===== src/rtl/memory_port_arbiter.sv =====
// rtl/memory_port_arbiter.sv - IF/DM arbiter serialising accesses onto one single-ported memory
// Optional feature macro: ARB_ROUND_ROBIN_EN (round-robin grant on contention; fixed DM priority otherwise)
module memory_port_arbiter #(
  parameter int ADDR_W      = 32,
  parameter int DATA_W      = 32,
  parameter int WAIT_STATES = 1
) (
  input  logic              clock,
  input  logic              reset_n,
  input  logic              if_req,
  input  logic [ADDR_W-1:0] if_addr,
  output logic [DATA_W-1:0] if_rdata,
  output logic              if_ack,
  input  logic              dm_req,
  input  logic              dm_we,
  input  logic [ADDR_W-1:0] dm_addr,
  input  logic [DATA_W-1:0] dm_wdata,
  output logic [DATA_W-1:0] dm_rdata,
  output logic              dm_ack,
  output logic              mem_en,
  output logic              mem_we,
  output logic [ADDR_W-1:0] mem_addr,
  output logic [DATA_W-1:0] mem_wdata,
  input  logic [DATA_W-1:0] mem_rdata,
  output logic              busy,
  output logic              owner
);

  typedef enum logic [1:0] {
    ST_IDLE   = 2'd0,
    ST_ACCESS = 2'd1,
    ST_RESP   = 2'd2
  } state_e;

  // Access cycles beyond the first; the counter is 4 bits wide, so 0..15 is the legal range.
  localparam logic [3:0] CNT_INIT = 4'(WAIT_STATES);

  state_e            state_q, state_d;
  logic [3:0]        cnt_q, cnt_d;
  logic              owner_q, owner_d;   // 0 = IF, 1 = DM; doubles as last_owner
  logic              we_q, we_d;
  logic [ADDR_W-1:0] addr_q, addr_d;
  logic [DATA_W-1:0] wdata_q, wdata_d;
  logic [DATA_W-1:0] if_rdata_q, if_rdata_d;
  logic [DATA_W-1:0] dm_rdata_q, dm_rdata_d;
  logic              grant_dm;

`ifdef ARB_ROUND_ROBIN_EN
  // Round robin: on contention the requester that did not own the last grant wins
  always_comb begin
    grant_dm = dm_req;
    if (if_req && dm_req) begin
      grant_dm = ~owner_q;
    end
  end
`else
  // Fixed priority: DM wins whenever it requests
  always_comb begin
    grant_dm = dm_req;
  end
`endif

  // Next-state logic: grant and latch in IDLE, count wait states in ACCESS, one-cycle RESP
  always_comb begin
    state_d    = state_q;
    cnt_d      = cnt_q;
    owner_d    = owner_q;
    we_d       = we_q;
    addr_d     = addr_q;
    wdata_d    = wdata_q;
    if_rdata_d = if_rdata_q;
    dm_rdata_d = dm_rdata_q;
    case (state_q)
      ST_IDLE: begin
        if (if_req || dm_req) begin
          owner_d = grant_dm;
          addr_d  = grant_dm ? dm_addr : if_addr;
          we_d    = grant_dm & dm_we;
          wdata_d = grant_dm ? dm_wdata : '0;
          cnt_d   = CNT_INIT;
          state_d = ST_ACCESS;
        end
      end
      ST_ACCESS: begin
        if (cnt_q != 4'd0) begin
          cnt_d = cnt_q - 4'd1;
        end else begin
          if (!we_q) begin
            if (owner_q) begin
              dm_rdata_d = mem_rdata;
            end else begin
              if_rdata_d = mem_rdata;
            end
          end
          state_d = ST_RESP;
        end
      end
      ST_RESP: begin
        state_d = ST_IDLE;
      end
      default: begin
        state_d = ST_IDLE;
      end
    endcase
  end

  // State and latched-access registers; reset drops any access in flight
  always_ff @(posedge clock or negedge reset_n) begin
    if (!reset_n) begin
      state_q    <= ST_IDLE;
      cnt_q      <= 4'd0;
      owner_q    <= 1'b0;
      we_q       <= 1'b0;
      addr_q     <= '0;
      wdata_q    <= '0;
      if_rdata_q <= '0;
      dm_rdata_q <= '0;
    end else begin
      state_q    <= state_d;
      cnt_q      <= cnt_d;
      owner_q    <= owner_d;
      we_q       <= we_d;
      addr_q     <= addr_d;
      wdata_q    <= wdata_d;
      if_rdata_q <= if_rdata_d;
      dm_rdata_q <= dm_rdata_d;
    end
  end

  // Strobes decode straight from state so they fall the moment reset asserts
  always_comb begin
    mem_en    = (state_q == ST_ACCESS);
    mem_we    = (state_q == ST_ACCESS) & we_q;
    if_ack    = (state_q == ST_RESP) & ~owner_q;
    dm_ack    = (state_q == ST_RESP) & owner_q;
    busy      = (state_q != ST_IDLE);
    owner     = owner_q;
    mem_addr  = addr_q;
    mem_wdata = wdata_q;
    if_rdata  = if_rdata_q;
    dm_rdata  = dm_rdata_q;
  end

endmodule


===== config.mk =====
export PLATFORM = sky130hd
export DESIGN_NAME = memory_port_arbiter
export DESIGN_NICKNAME = d
export VERILOG_FILES = /design/src/rtl/memory_port_arbiter.sv
export SDC_FILE = /design/constraint.sdc
export NUM_CORES = 1
export LEC_CHECK = 0
export CAP_MARGIN = 20
export CORE_ASPECT_RATIO = 1.5
export CORE_UTILIZATION = 41
export CTS_CLUSTER_SIZE = 20
export DETAILED_ROUTE_END_ITERATION = 8
export MAX_ROUTING_LAYER = met4
export PLACE_DENSITY = 0.82
export SLEW_MARGIN = 20
export SYNTH_ARGS = -nofsm -noshare
export SYNTH_HDL_FRONTEND = slang
export SYNTH_SLANG_ARGS = --single-unit

===== constraint.sdc =====
create_clock -name clock -period 2.2 [get_ports clock]
set_clock_uncertainty 0.05 [all_clocks]
set_input_delay 0.33 -clock clock [delete_from_list [all_inputs] [get_ports clock]]
set_output_delay 0.33 -clock clock [all_outputs]
set_load 0.01 [all_outputs]

==> metrics.md, run 1 <==
| Metric | Value |
|---|---|
| Worst vdd ir | 0.000543 V |
| Post-CTS Setup Repair Bufs | 0 |
| Antenna Nets Post-Route | 0 |
| WL final | 14.5 mm |
| Syn_nets | 523 |
| Total grt overflow | 0 |
| Clock Pin Slew Worst Setup and Hold Paths | 0.06 ns |
| H-tree depth | 4 |
| Maxcap violations | 0 |
| Hold Path Class | primary input to async pin |
| Dominant cells by area after synthesis | dfrtp_1, mux2_2, o21ai_0, mux2i_1, a22o_1 |
| DR top layer | met4 |
| Area Overhead vs Synth | 63.6% |
| Vias | 4295 |
| I/O pins | approximately 270 |
| Met3 Routed Length | 1.05 mm |
| Crit start category | flop |
| Initial core utilization | a little over two fifths |
| ANT cells | 0 |
| Num CTS Buffers | 17 |
| Most frequent cells in the layout | clkdlybuf4s50_1, dfrtp_1, o21ai_0 |
| Post-route cell area | around 0.0089 mm2 |
| CP Buf/Inv Count | 1 |
| Average wire per standard cell | 17.5 um |
| Peak Freq | 480 MHz |
| Worst Path Required | 1.82 ns |
| Pwr Density | approximately 1500 mW/mm2 |
| Die width | just under 100 um |
| DRC Markers | 0 |
| Worst path slowest cell | clkdlybuf4s50_1 |
| Period utilization | 94.8% |
| Hold_ws | around 0.33 ns |
| Netlist cell types | 32 |
| TritonRoute pass-1 iters | 6 |
| Overall routing resource usage | 22.5% |
| Syn Area/Cell | 14.0 um2 |
| Post-DP HPWL | roughly 11 mm |
| Clock root cell | clkbuf_16 |
| Crit-path leading delay family | buffers and inverters |
| Vias in the first global route | between 4000 and 5000 |
| # rows | between 50 and 60 |
| Mapped Area | 0.00545 mm2 |
| Setup TNS | 0 ns |
| Final hold vios | 0 |
| Initial antenna violation count | 0 |
| Syn Inst Count | 389 |
| Post-layout minimum cycle time | ~2.1 ns |
| Clock sink count | 136 |
| Leakage dissipation | 3.84 nW |
| Worst Path Max Fanout | 6 |
| CP Capture Type | primary output |
| CP Data Arrival Time | roughly 1.7 ns |
| First-pass GRT wire length | 22.5 mm |
| Cells along the critical path | nor3b_1 > clkdlybuf4s50_1 |
| WS Path Type | flop to primary output |
| DR iter-0 viols | 143 |
| Clock latency at the later pin of the worst-skew pair | 0.41 ns |
| Port-buffer cells | 266 |
| Core ar. | 0.0130 mm2 |
| Reg-to-reg endpoint | if_rdata[6]$_DFFE_PN0P_ |
| Worst r2r src | cnt_q[0]$_DFFE_PN0P_ |
| Number of setup violations in the final report | 0 |
| Post-DP Area | 0.00828 mm2 |
| Final-report max-slew violation count | 0 |
| Die area | between 0.01 and 0.015 mm2 |
| Net count of the finished layout | a little under 800 |
| RSZ-0062 raised after global routing | false |
| Non-Filler Instances | 830 |
| Yosys top cell area share | 62.5% |
| R2R cell count | 6 |
| Largest net degree at the start of global routing | 56 |
| Routability congestion estimate | 0.794 |
| Synth Register Bits | about 140 |
| Die span in y | 143 um |
| FF-to-FF setup slack | between 0.2 and 0.3 ns |
| CP peak stage delay | 0.59 ns |
| WL met1 | 5.28 mm |
| Status | completed |
| Fillers | 920 |
| DR WL met2 | 7.82 mm |
| CTS tree | done |
| Commonest non-fill, non-tap cell in the layout | clkdlybuf4s50_1 |
| Buffer depth of the longest clock path | 2 |
| Slew @ Worst Pin | ~0.52 ns |
| Vias per std cell | 5.17 |
| YS warnings | 0 |
| Post-Place Cells | about 800 |
| Area leader, netlist | dfrtp_1 |
| Share of layout cells above drive strength 1 | 17.4% |
| Sequential fraction of the synthesis area | a little over three fifths |
| Max_slew headroom | around two thirds |
-- where the power goes --
| part | leakage, nW | internal (mW) | switching [mW] |
|---|---|---|---|
| clock | 0.289 | 1.78 | 1.06 |
| sequential | 1.65 | 3.72 | 0.710 |
| combinational | 1.91 | 3.36 | 2.29 |
-- cells by family after synthesis --
logic type,share of synthesized area [%]
flops,62.5
compound gates,12.2
mux,19.4
buf+inv,3.03
simple gates,2.69
fa+ha+maj,0.230
-- state kept, by name (all words and copies together) (netlist names) --
| name | cells |
|---|---|
| dm_rdata | 32 |
| if_rdata | 32 |
| mem_addr | 32 |
| mem_wdata | 32 |
| cnt_q | 4 |
| state_q | 2 |
| owner | 1 |
| we_q | 1 |
-- area by class of cell --
type                       count  area [um2]  area share [%]
clock buffer                  17         425            4.77
clock inverter                14         176            1.98
inverter                       5        21.3           0.239
multi-input combinational    221        1910            21.4
sequential                   136        3400            38.2
tap                          159         199            2.23
timing repair buffer         278        2780            31.2
-- worst max path at each step --
stage	from	end	slack [ns]	cells past startpoint
floorplan	cnt_q[0]$_DFFE_PN0P_	if_rdata[6]$_DFFE_PN0P_	0.45	6
global placement	state_q[1]$_DFFE_PN0P_	mem_we	0.34	4
detailed placement	cnt_q[0]$_DFFE_PN0P_	dm_rdata[28]$_DFFE_PN0P_	0.27	6
CTS	state_q[1]$_DFFE_PN0P_	mem_we	0.02	4
global route	owner$_DFFE_PN0P_	if_ack	0.04	2
finish	owner$_DFFE_PN0P_	if_ack	0.11	2
-- cell usage after synthesis, drive strengths merged --
| cell type | instances |
|---|---|
| dfrtp | 136 |
| a31o | 1 |
| nor3b | 2 |
| nand3 | 1 |
| nor2 | 3 |
| clkbuf | 12 |
| nand4b | 2 |
| a21o | 1 |
| a22o | 33 |
| and2 | 3 |
| or4b | 1 |
| inv | 5 |
| and3b | 1 |
| mux2i | 32 |
| o221ai | 1 |
| mux2 | 65 |
| or2 | 1 |
| buf | 15 |
| nand2b | 2 |
| o21ai | 67 |
| ha | 1 |
| nor4 | 1 |
| nand2 | 1 |
| a21boi | 1 |
| o22ai | 1 |
-- routing by layer --
layer | vias to the layer above | track usage [%]
met4 | 0 | 9.03
met2 | 202 | 38.9
met3 | 28 | 6.23
li1 | 1961 | -
met5 | - | -
met1 | 2104 | 24.0
-- repair_timing --
action,4_1_cts,5_1_grt
endpoints found under the setup margin,3,2
hold buffers,1,0
hold endpoints to repair,31,0
resized for setup,4,2
-- metrics by stage --
step	setup WS, ns	util (%)	power (mW)
6_report	0.114	68.8	12.9
5_1_grt	0.0384	68.8	13.7
4_1_cts	0.0202	68.7	13.1
3_5_place_dp	0.269	63.9	10.1
3_3_place_gp	0.341	63.9	9.89
2_1_floorplan	0.449	-	6.82
(Power assumes the default switching activity.)
==> run 2, diff against run 1 <==
CTS_CLUSTER_DIAMETER = 150   (was default)
==> results of run 2 <==
No change in the layout: final DEF, timing and power equal those of run 1.
